**src/rtl/axi4s_pkg.sv**
```systemverilog
// Shared definitions for the axi4s AXI4-to-native bridge: burst/response codes,
// FSM state encoding and the WRAP length legality check.
package axi4s_pkg;

  localparam logic [1:0] BURST_FIXED = 2'b00;
  localparam logic [1:0] BURST_INCR  = 2'b01;
  localparam logic [1:0] BURST_WRAP  = 2'b10;
  localparam logic [1:0] BURST_RSVD  = 2'b11;

  localparam logic [1:0] RESP_OKAY   = 2'b00;
  localparam logic [1:0] RESP_SLVERR = 2'b10;

  typedef enum logic [2:0] {
    ST_IDLE  = 3'd0,
    ST_WDATA = 3'd1,
    ST_WRESP = 3'd2,
    ST_RREQ  = 3'd3,
    ST_RWAIT = 3'd4,
    ST_RDATA = 3'd5
  } state_t;

  // WRAP bursts are only legal with 2, 4, 8 or 16 beats.
  function automatic logic wrap_len_bad(input logic [1:0] burst, input logic [7:0] len);
    return (burst == BURST_WRAP) &&
           !((len == 8'd1) || (len == 8'd3) || (len == 8'd7) || (len == 8'd15));
  endfunction

endpackage

```
**src/rtl/axi4s_burst_addr.sv**
```systemverilog
// Next-beat address for FIXED/INCR/WRAP bursts, plus WRAP length legality.
// Purely combinational; address arithmetic stays within ADDR_W bits.
module axi4s_burst_addr
  import axi4s_pkg::*;
#(
  parameter int ADDR_W = 32
) (
  input  logic [ADDR_W-1:0] addr,
  input  logic [2:0]        size,
  input  logic [7:0]        len,
  input  logic [1:0]        burst,
  output logic [ADDR_W-1:0] next_addr,
  output logic              wrap_err
);

  logic [ADDR_W-1:0] step;
  logic [ADDR_W-1:0] incr_addr;
  logic [ADDR_W-1:0] wrap_bytes;
  logic [ADDR_W-1:0] wrap_mask;

  assign step       = ADDR_W'(1) << size;
  assign incr_addr  = addr + step;
  // Wrap window is the whole burst footprint, aligned to its own size.
  assign wrap_bytes = (ADDR_W'(len) + ADDR_W'(1)) << size;
  assign wrap_mask  = wrap_bytes - ADDR_W'(1);
  assign wrap_err   = wrap_len_bad(burst, len);

  always_comb begin
    next_addr = addr;
    case (burst)
      BURST_FIXED: next_addr = addr;
      BURST_INCR:  next_addr = incr_addr;
      BURST_WRAP:  next_addr = (addr & ~wrap_mask) | (incr_addr & wrap_mask);
      default:     next_addr = addr;
    endcase
  end

endmodule

```
**src/rtl/axi4s.sv**
```systemverilog
// AXI4 slave front end: one AXI burst at a time, split into single-word native
// val/rdy requests with an in-order read-return strobe.
module axi4s
  import axi4s_pkg::*;
#(
  parameter int AXI_ADDR_W = 32,
  parameter int AXI_DATA_W = 32
) (
  input  logic                    clk,
  input  logic                    rst_n,
  input  logic [AXI_ADDR_W-1:0]   s_axi_awaddr,
  input  logic [7:0]              s_axi_awlen,
  input  logic [2:0]              s_axi_awsize,
  input  logic [1:0]              s_axi_awburst,
  input  logic                    s_axi_awlock,
  input  logic [3:0]              s_axi_awcache,
  input  logic [2:0]              s_axi_awprot,
  input  logic [3:0]              s_axi_awqos,
  input  logic                    s_axi_awvalid,
  output logic                    s_axi_awready,
  input  logic [AXI_DATA_W-1:0]   s_axi_wdata,
  input  logic [AXI_DATA_W/8-1:0] s_axi_wstrb,
  input  logic                    s_axi_wlast,
  input  logic                    s_axi_wvalid,
  output logic                    s_axi_wready,
  output logic [1:0]              s_axi_bresp,
  output logic                    s_axi_bvalid,
  input  logic                    s_axi_bready,
  input  logic [AXI_ADDR_W-1:0]   s_axi_araddr,
  input  logic [7:0]              s_axi_arlen,
  input  logic [2:0]              s_axi_arsize,
  input  logic [1:0]              s_axi_arburst,
  input  logic                    s_axi_arlock,
  input  logic [3:0]              s_axi_arcache,
  input  logic [2:0]              s_axi_arprot,
  input  logic [3:0]              s_axi_arqos,
  input  logic                    s_axi_arvalid,
  output logic                    s_axi_arready,
  output logic [AXI_DATA_W-1:0]   s_axi_rdata,
  output logic [1:0]              s_axi_rresp,
  output logic                    s_axi_rlast,
  output logic                    s_axi_rvalid,
  input  logic                    s_axi_rready,
  output logic                    mem_val,
  input  logic                    mem_rdy,
  output logic [AXI_ADDR_W-1:0]   mem_adr,
  output logic [AXI_DATA_W/8-1:0] mem_wen,
  output logic [AXI_DATA_W-1:0]   mem_wdat,
  input  logic                    mem_rvld,
  input  logic [AXI_DATA_W-1:0]   mem_rdat
);

  localparam int SIZE_MAX = $clog2(AXI_DATA_W / 8);

  state_t                  state_reg, state_next;
  logic [AXI_ADDR_W-1:0]   addr_reg, addr_next;
  logic [7:0]              len_reg, len_next;
  logic [2:0]              size_reg, size_next;
  logic [1:0]              burst_reg, burst_next;
  logic [7:0]              cnt_reg, cnt_next;
  logic                    err_reg, err_next;
  logic                    prio_wr_reg, prio_wr_next;
  logic [AXI_DATA_W-1:0]   rdata_reg, rdata_next;

  logic                    aw_grant, ar_grant;
  logic [AXI_ADDR_W-1:0]   sel_addr, nxt_addr;
  logic [7:0]              sel_len;
  logic [2:0]              sel_size;
  logic [1:0]              sel_burst;
  logic                    wrap_err, accept_err, last_beat;
  logic                    unused_sink;

  assign unused_sink = ^{s_axi_awlock, s_axi_awcache, s_axi_awprot, s_axi_awqos,
                         s_axi_arlock, s_axi_arcache, s_axi_arprot, s_axi_arqos};

  assign aw_grant  = s_axi_awvalid && (!s_axi_arvalid || prio_wr_reg);
  assign ar_grant  = s_axi_arvalid && !aw_grant;
  assign last_beat = (cnt_reg == len_reg);

  // The burst helper sees the incoming request while idle (for the accept-time
  // checks) and the latched burst otherwise (for address advance).
  always_comb begin
    sel_addr  = addr_reg;
    sel_len   = len_reg;
    sel_size  = size_reg;
    sel_burst = burst_reg;
    if (state_reg == ST_IDLE) begin
      sel_addr  = aw_grant ? s_axi_awaddr  : s_axi_araddr;
      sel_len   = aw_grant ? s_axi_awlen   : s_axi_arlen;
      sel_size  = aw_grant ? s_axi_awsize  : s_axi_arsize;
      sel_burst = aw_grant ? s_axi_awburst : s_axi_arburst;
    end
  end

  axi4s_burst_addr #(.ADDR_W(AXI_ADDR_W)) u_burst_addr (
    .addr      (sel_addr),
    .size      (sel_size),
    .len       (sel_len),
    .burst     (sel_burst),
    .next_addr (nxt_addr),
    .wrap_err  (wrap_err)
  );

  assign accept_err = (sel_size > 3'(SIZE_MAX)) || (sel_burst == BURST_RSVD) || wrap_err;

  always_comb begin
    state_next    = state_reg;
    addr_next     = addr_reg;
    len_next      = len_reg;
    size_next     = size_reg;
    burst_next    = burst_reg;
    cnt_next      = cnt_reg;
    err_next      = err_reg;
    prio_wr_next  = prio_wr_reg;
    rdata_next    = rdata_reg;
    s_axi_awready = 1'b0;
    s_axi_arready = 1'b0;
    s_axi_wready  = 1'b0;
    s_axi_bvalid  = 1'b0;
    s_axi_bresp   = RESP_OKAY;
    s_axi_rvalid  = 1'b0;
    s_axi_rresp   = RESP_OKAY;
    s_axi_rdata   = '0;
    s_axi_rlast   = 1'b0;
    mem_val       = 1'b0;
    mem_adr       = addr_reg;
    mem_wen       = '0;
    mem_wdat      = '0;

    case (state_reg)
      ST_IDLE: begin
        s_axi_awready = aw_grant;
        s_axi_arready = ar_grant;
        if (aw_grant || ar_grant) begin
          addr_next    = sel_addr;
          len_next     = sel_len;
          size_next    = sel_size;
          burst_next   = sel_burst;
          cnt_next     = '0;
          err_next     = accept_err;
          prio_wr_next = ar_grant;
          state_next   = aw_grant ? ST_WDATA : ST_RREQ;
        end
      end
      ST_WDATA: begin
        // Errored bursts still drain the W channel, just without native traffic.
        mem_val      = s_axi_wvalid && !err_reg;
        s_axi_wready = err_reg || mem_rdy;
        mem_wen      = s_axi_wstrb;
        mem_wdat     = s_axi_wdata;
        if (s_axi_wvalid && s_axi_wready) begin
          cnt_next  = cnt_reg + 8'd1;
          addr_next = nxt_addr;
          if (s_axi_wlast != last_beat) err_next = 1'b1;
          if (last_beat) state_next = ST_WRESP;
        end
      end
      ST_WRESP: begin
        s_axi_bvalid = 1'b1;
        s_axi_bresp  = err_reg ? RESP_SLVERR : RESP_OKAY;
        if (s_axi_bready) state_next = ST_IDLE;
      end
      ST_RREQ: begin
        mem_val = !err_reg;
        if (err_reg) state_next = ST_RDATA;
        else if (mem_rdy) state_next = ST_RWAIT;
      end
      ST_RWAIT: begin
        if (mem_rvld) begin
          rdata_next = mem_rdat;
          state_next = ST_RDATA;
        end
      end
      ST_RDATA: begin
        s_axi_rvalid = 1'b1;
        s_axi_rresp  = err_reg ? RESP_SLVERR : RESP_OKAY;
        s_axi_rdata  = err_reg ? '0 : rdata_reg;
        s_axi_rlast  = last_beat;
        if (s_axi_rready) begin
          if (last_beat) begin
            state_next = ST_IDLE;
          end else begin
            cnt_next   = cnt_reg + 8'd1;
            addr_next  = nxt_addr;
            state_next = ST_RREQ;
          end
        end
      end
      default: state_next = ST_IDLE;
    endcase
  end

  always_ff @(posedge clk or negedge rst_n) begin
    if (!rst_n) begin
      state_reg   <= ST_IDLE;
      addr_reg    <= '0;
      len_reg     <= '0;
      size_reg    <= '0;
      burst_reg   <= '0;
      cnt_reg     <= '0;
      err_reg     <= 1'b0;
      prio_wr_reg <= 1'b1;
      rdata_reg   <= '0;
    end else begin
      state_reg   <= state_next;
      addr_reg    <= addr_next;
      len_reg     <= len_next;
      size_reg    <= size_next;
      burst_reg   <= burst_next;
      cnt_reg     <= cnt_next;
      err_reg     <= err_next;
      prio_wr_reg <= prio_wr_next;
      rdata_reg   <= rdata_next;
    end
  end

endmodule

```
**config.mk**
```make
export PLATFORM = sky130hd
export DESIGN_NAME = axi4s
export DESIGN_NICKNAME = d
export VERILOG_FILES = /design/src/rtl/axi4s_pkg.sv /design/src/rtl/axi4s_burst_addr.sv /design/src/rtl/axi4s.sv
export SDC_FILE = /design/constraint.sdc
export NUM_CORES = 1
export LEC_CHECK = 0
export CAP_MARGIN = 20
export CELL_PAD_IN_SITES_DETAIL_PLACEMENT = 0
export CELL_PAD_IN_SITES_GLOBAL_PLACEMENT = 1
export CORE_UTILIZATION = 32
export CTS_CLUSTER_DIAMETER = 30
export DETAILED_ROUTE_END_ITERATION = 7
export HOLD_SLACK_MARGIN = 0.08
export PLACE_DENSITY = 0.84
export SYNTH_ARGS = -nofsm -noshare
export SYNTH_HDL_FRONTEND = slang
export SYNTH_SLANG_ARGS = --single-unit
```
**constraint.sdc**
```tcl
create_clock -name clk -period 6.6 [get_ports clk]
set_input_delay 0.66 -clock clk [delete_from_list [all_inputs] [get_ports clk]]
set_output_delay 0.66 -clock clk [all_outputs]
set_load 0.02 [all_outputs]
```
Yosys cells after proc, flatten, opt, wreduce, memory -nomap -nowiden
Cells that the tools add are included.
{"block": "op_classes", "n_eq_ne": 23, "reduce_logical": 25, "mul": 0, "addsub": 4, "div_mod_pow": 0, "n_shift": 2, "bitwise_logic": 4, "mux": 48, "order_cmp": 1}
{"operator": "32-bit two-way mux", "n": 9}
{"operator": "32-bit case mux with 3 select lines", "n": 1}
{"operator": "32-bit AND", "n": 2}
{"operator": "32-bit case mux with 2 select lines", "n": 1}
{"operator": "8-bit two-way mux", "n": 6}
{"operator": "32-bit adder", "n": 1}
{"operator": "32-bit inverter", "n": 1}
{"operator": "32-bit bitwise OR", "n": 1}
{"operator": "1-bit by 3-bit << shifter with 32-bit output, first input constant", "n": 1}
{"operator": "32-bit by 3-bit << shifter with 32-bit output", "n": 1}
{"operator": "32-bit by 1-bit subtractor with 32-bit output, second input constant", "n": 1}
{"operator": "3-bit two-way mux", "n": 10}
{"operator": "8-bit case mux with 3 select lines", "n": 1}
{"operator": "3-bit case mux with 6 select lines", "n": 1}
{"operator": "2-bit two-way mux", "n": 7}
{"operator": "2-bit != test, second input constant", "n": 7}
{"operator": "8-bit by 1-bit adder with 9-bit output, second input constant", "n": 1}
{"operator": "1-bit two-way mux", "n": 9}
{"operator": "8-bit by 1-bit adder with 8-bit output, second input constant", "n": 1}
{"operator": "8-bit by 1-bit equality test with 1-bit output, second input constant", "n": 1}
{"operator": "8-bit by 2-bit equality test with 1-bit output, second input constant", "n": 1}
{"operator": "8-bit by 3-bit equality test with 1-bit output, second input constant", "n": 1}
{"operator": "8-bit by 4-bit equality test with 1-bit output, second input constant", "n": 1}
{"operator": "8-bit equality test", "n": 1}
{"operator": "other kinds (21)", "n": 40}
{"block": "totals", "output_inout_bits": 111, "ff_bits": 90, "latch_bits": 0, "mem_bits_ro": 0, "elab_cells": 116, "ramBits": 0, "input_bits": 192, "n_memories": 0}

Logic depth before layout (Yosys ltp)
{"block": "depth", "ltp_word": 15, "ltp_mapped": 25, "mapped_depth_nobuf": 19}

By module
A second synthesis with hierarchy kept.
{"block": "unflattened", "hier_cells": 1117, "area_unflattened_um2": 8777.2}
{"module": "axi4s", "area_per_inst_um2": 5825.6, "seq_area_each_um2": 2253.4, "instances": 1, "cells_each": 655}
{"module": "axi4s_burst_addr", "area_per_inst_um2": 2951.6, "seq_area_each_um2": 0.0, "instances": 1, "cells_each": 462}

Worst setup path after synthesis
OpenSTA, ideal clock, no wires.
{"block": "synth_path", "path_type": "reg-to-reg", "from": "register state_reg[1]", "to": "register addr_reg[28] (netlist: mem_adr[28])", "arrival_time_ns": 5.133, "path_stages_with_launch": 24, "path_slack_ns": 1.373, "n_path_buf": 9, "cell_sequence": "dfrtp_1 buf_2 nor3_4 buf_4 buf_4 buf_4 clkbuf_1 clkbuf_1 clkbuf_1 buf_1 a31oi_1 fa_1 a21o_1 a21oi_1 o21bai_1 nand3_1 nand2_1 a21oi_1 nor3_1 and3_1 clkbuf_1 and2_1 a21o_1 a221oi_2"}
{"block": "synth_between", "elab_chain_len": 12}
{"item": "from (decl)", "line_no": "axi4s.sv:55", "rtl": "state_t state_reg, state_next;"}
{"item": "from (signal assigned)", "line_no": "axi4s.sv:205", "rtl": "state_reg <= state_next;"}
{"item": "3-bit logical NOT", "line_no": "axi4s.sv:87, axi4s.sv:130"}
{"item": "8-bit two-way mux", "line_no": "axi4s.sv:87", "rtl": "if (state_reg == ST_IDLE) begin"}
{"item": "8-bit by 1-bit adder with 9-bit output", "line_no": "axi4s_burst_addr.sv:24", "rtl": "assign wrap_bytes = (ADDR_W'(len) + ADDR_W'(1)) << size;"}
{"item": "32-bit by 3-bit << shifter with 32-bit output", "line_no": "axi4s_burst_addr.sv:24"}
{"item": "32-bit by 1-bit subtractor with 32-bit output", "line_no": "axi4s_burst_addr.sv:25", "rtl": "assign wrap_mask = wrap_bytes - ADDR_W'(1);"}
{"item": "32-bit inverter", "line_no": "axi4s_burst_addr.sv:33", "rtl": "BURST_WRAP: next_addr = (addr & ~wrap_mask) | (incr_addr & wrap_mask);"}
{"item": "32-bit AND", "line_no": "axi4s_burst_addr.sv:33"}
{"item": "32-bit bitwise OR", "line_no": "axi4s_burst_addr.sv:33"}
{"item": "32-bit case mux with 2 select lines", "line_no": "axi4s_burst_addr.sv:30", "rtl": "case (burst)"}
{"item": "32-bit two-way mux", "line_no": "axi4s.sv:180", "rtl": "if (last_beat) begin"}
{"item": "32-bit two-way mux", "line_no": "axi4s.sv:179", "rtl": "if (s_axi_rready) begin"}
{"item": "32-bit case mux with 3 select lines", "line_no": "axi4s.sv:130", "rtl": "case (state_reg)"}
{"item": "to (signal assigned)", "line_no": "axi4s.sv:206", "rtl": "addr_reg <= addr_next;"}
{"item": "to (decl)", "line_no": "axi4s.sv:56", "rtl": "logic [AXI_ADDR_W-1:0] addr_reg, addr_next;"}
Several ways; a longest one is shown, not always the timed one. The select of a mux whose other input is x is not followed.
A chain may end at the register's enable or synchronous reset.

Final worst setup path
{"block": "layout_path", "from": "input s_axi_arvalid", "to": "register addr_reg[13] (netlist: mem_adr[13])"}
{"block": "layout_between", "elab_chain_len": 15}
{"item": "from (decl)", "line_no": "axi4s.sv:37", "rtl": "input logic s_axi_arvalid,"}
{"item": "1-bit logical NOT", "line_no": "axi4s.sv:76", "rtl": "assign aw_grant = s_axi_awvalid && (!s_axi_arvalid || prio_wr_reg);"}
{"item": "1-bit logical OR", "line_no": "axi4s.sv:76"}
{"item": "1-bit logical AND", "line_no": "axi4s.sv:76"}
{"item": "8-bit two-way mux", "line_no": "axi4s.sv:89", "rtl": "sel_len = aw_grant ? s_axi_awlen : s_axi_arlen;"}
{"item": "8-bit two-way mux", "line_no": "axi4s.sv:87"}
{"item": "8-bit by 1-bit adder with 9-bit output", "line_no": "axi4s_burst_addr.sv:24"}
{"item": "32-bit by 3-bit << shifter with 32-bit output", "line_no": "axi4s_burst_addr.sv:24"}
{"item": "32-bit by 1-bit subtractor with 32-bit output", "line_no": "axi4s_burst_addr.sv:25"}
{"item": "32-bit inverter", "line_no": "axi4s_burst_addr.sv:33"}
{"item": "32-bit AND", "line_no": "axi4s_burst_addr.sv:33"}
{"item": "32-bit bitwise OR", "line_no": "axi4s_burst_addr.sv:33"}
{"item": "32-bit case mux with 2 select lines", "line_no": "axi4s_burst_addr.sv:30"}
{"item": "32-bit two-way mux", "line_no": "axi4s.sv:180"}
{"item": "32-bit two-way mux", "line_no": "axi4s.sv:179"}
{"item": "32-bit case mux with 3 select lines", "line_no": "axi4s.sv:130"}
Several ways; a longest one is shown, not always the timed one. The select of a mux whose other input is x is not followed.

==> metrics <==
status finished clean; hold-fix buffers at CTS 0; global-route wire length before repair 49,400 µm; core area 0.0253 mm²; deepest clock path buffer count 2; Post-Syn Area 0.00830 mm²; logic gate share of total power 0.755; WS Path Type input pin to register; total power of the final layout 6250 µW; filler cell count 2,574; area share of the largest cell type after synthesis 0.268; HPWL Detailed 25,000 µm; FF+latch count, synth 90; number of enable-type register cells in the synthesized netlist 0; post-synthesis instance total 1,096; Die Span Y 163 µm; part of the power in registers 0.160; ratio of cells with drive above 1 in the final layout 0.0887; Final Hold Vio Count 0; Die X 163 µm; CP Data Arrival Time 5.63 ns; layout overhead on the synthesized area 40.8%; Final Max Slew Viols 0; clock skew after layout 0.0123 ns; Num Clock Sinks 90; cell row count 58; largest net degree at the start of global routing 72; max-cap viol count 0; TritonCTS clock tree built; tightest slew margin relative to the limit 0.353; number of antenna violations at the first check in global routing 1; syn_area_per_cell 7.57 µm²; Setup-failing EPs final 0; via count of the first global-routing pass 8,602; routed vias/inst 5.57; most frequent cell after synthesis nand2_1; part of the cycle the worst path needs 0.815; Worst Setup End Kind register; post-cts repair resize count 0; H-tree levels 3; Starting Density 0.328; overall die area 0.0266 mm²; share of flip-flops with an asynchronous set or reset after synthesis 1.00; overall overflow remaining after global route 0; I/O pin count 303; top cells by instance count after synthesis nand2_1, nor2_1, dfrtp_1, o21ai_0, a21oi_1; drt first-iter violations 838; cells on worst reg2reg path 18; setup repair after global routing missed its margin false; HP Class input pin to async pin; maximum VDD drop 0.207 mV; iteration count of the initial detailed-routing pass 6; proportion of power drawn by the clock network 0.085; number of distinct library cells after synthesis 89; required time of the critical path 6.86 ns; power density over the cells 535 mW/mm²; number of warning messages in the yosys log 0; clock slew seen by the registers of the worst setup and hold paths 0.08 ns; all-layer global routing usage 0.242; CP Launch Type input pin; largest area contributor in the synthesized netlist dfrtp_1; internal power contribution 2860 µW; dominant synthesized flop cell dfrtp_1; post-synthesis sequential area ratio 0.272; worst-path fanout max 16; Routed WL per cell 19.6 µm; Switching Power 3390 µW; maximum clock frequency 186 MHz; minimum period implied by the final worst setup slack 5.38 ns; number of setup buffers added after CTS 0; Port Buffer Count 276; total wire length 32,800 µm; total CTS buffers 9; Leakage 0.00472 µW; via count 9,308; switching power as a share of total power 0.542; Synth area leaders dfrtp_1, nand2_1, nor2_1, mux2_2, o21ai_0; clock insertion delay at the later pin of the skew report 0.36 ns; number of nets in the layout 1,546; remaining antenna violation count after routing 0; setup TNS after final layout 0 ns; CTS root buf clkbuf_16; remaining routing DRC violations 0; last weighted congestion value of the routability-driven placer 0.895; Tightest Pin Transition 0.970 ns
==> path summary, 6_finish.rpt <==
path	start	slack, ns	to
setup / recovery	s_axi_arvalid	1.22	mem_adr[13]$_DFFE_PN0P_
hold / removal	rst_n	0.19	burst_reg[0]$_DFFE_PN0P_
setup reg to reg	prio_wr_reg$_DFFE_PN1P_	1.61	mem_adr[13]$_DFFE_PN0P_
hold reg to reg	rdata_reg[28]$_DFFE_PN0P_	0.50	rdata_reg[28]$_DFFE_PN0P_
max in group asynchronous	rst_n	5.14	rdata_reg[15]$_DFFE_PN0P_
min in group clk	rdata_reg[28]$_DFFE_PN0P_	0.50	rdata_reg[28]$_DFFE_PN0P_
==> layer usage <==
metal / GRT usage / up-vias / part of all wire / routed length (µm)
met2: 0.415 / 397 / 0.49 / 16000
met4: 0.0952 / 0 / 0.031 / 1000
met5: 0 / - / 0 / 0
met3: 0.0343 / 47 / 0.064 / 2110
met1: 0.305 / 4389 / 0.42 / 13600
li1: - / 4475 / - / -
==> cells in the final DEF, fill, tap and decap left out, types with 17 or more instances in the layout <==
| cell | netlist | layout |
|---|---|---|
| nand2_1 | 159 | 159 |
| and2_1 | 40 | 40 |
| ha_1 | 17 | 17 |
| a21oi_1 | 67 | 67 |
| mux2_2 | 36 | 36 |
| nand3_1 | 30 | 30 |
| clkdlybuf4s50_1 | 0 | 275 |
| a31oi_1 | 46 | 46 |
| nand4_1 | 17 | 17 |
| dfrtp_1 | 89 | 89 |
| o21ai_0 | 69 | 68 |
| xor2_1 | 18 | 18 |
| nor3_1 | 17 | 17 |
| and3_1 | 49 | 49 |
| buf_4 | 7 | 36 |
| nor2_1 | 117 | 117 |
==> power by group through the flow <==
| stage | registers (µW) | logic, µW | clock network (µW) |
|---|---|---|---|
| finish | 998 | 4720 | 531 |
| global route | 1030 | 5130 | 569 |
| CTS | 998 | 4680 | 548 |
| detailed placement | 1010 | 4660 | 0 |
| global placement | 1000 | 4620 | 0 |
| floorplan | 1010 | 3090 | 0 |
==> metrics by stage <==
step	setup slack, ns	cell area (µm²)	std cells	hold WS [ns]	utilization
after floorplan	1.37	8300	1097	0.364	-
after global placement	1.03	11400	1654	0.465	0.449
after detailed placement	0.940	11400	1654	0.485	0.449
after CTS	1.32	11700	1670	0.194	0.461
after global routing	0.759	11700	1672	0.196	0.461
final	1.22	11700	1672	0.194	0.461
==> kinds of logic after synthesis <==
logic type / after synthesis / synth area share
multiplexers: 51 / 0.0677
XOR/XNOR: 34 / 0.0359
AND/OR/NAND/NOR: 482 / 0.284
buffers and inverters: 100 / 0.0520
flip-flops: 90 / 0.272
adder cells (fa/ha/maj): 18 / 0.0280
AO/OA/AOI/OAI: 320 / 0.260
other: 1 / 0.000452
==> layout make-up <==
type / count / area, µm² / share of cell area
Antenna cell: 1 / 2.50 / 0.000214
Sequential cell: 90 / 2250 / 0.193
Timing Repair Buffer: 311 / 3020 / 0.259
Multi-Input combinational cell: 907 / 5630 / 0.482
Tap cell: 330 / 413 / 0.0354
Inverter: 17 / 63.8 / 0.00546
Clock inverter: 7 / 70.1 / 0.00600
Clock buffer: 9 / 225 / 0.0193
==> worst max-delay path: stages <==
cell,delay [ns]
clkdlybuf4s50_1,0.57
nand2b_1,0.53
nand2_1,0.15
o311ai_0,0.49
o21ai_0,0.35
nor2_1,0.33
ha_1,0.29
a21o_1,0.17
a21oi_1,0.29
o21bai_1,0.11
a21oi_1,0.25
o21ai_0,0.20
a21oi_1,0.29
buf_4,0.21
nor2_1,0.08
nand3_1,0.09
o21ai_0,0.08
a221o_1,0.30
a21o_1,0.17
No activity file was read; power rests on OpenSTA's default activity.
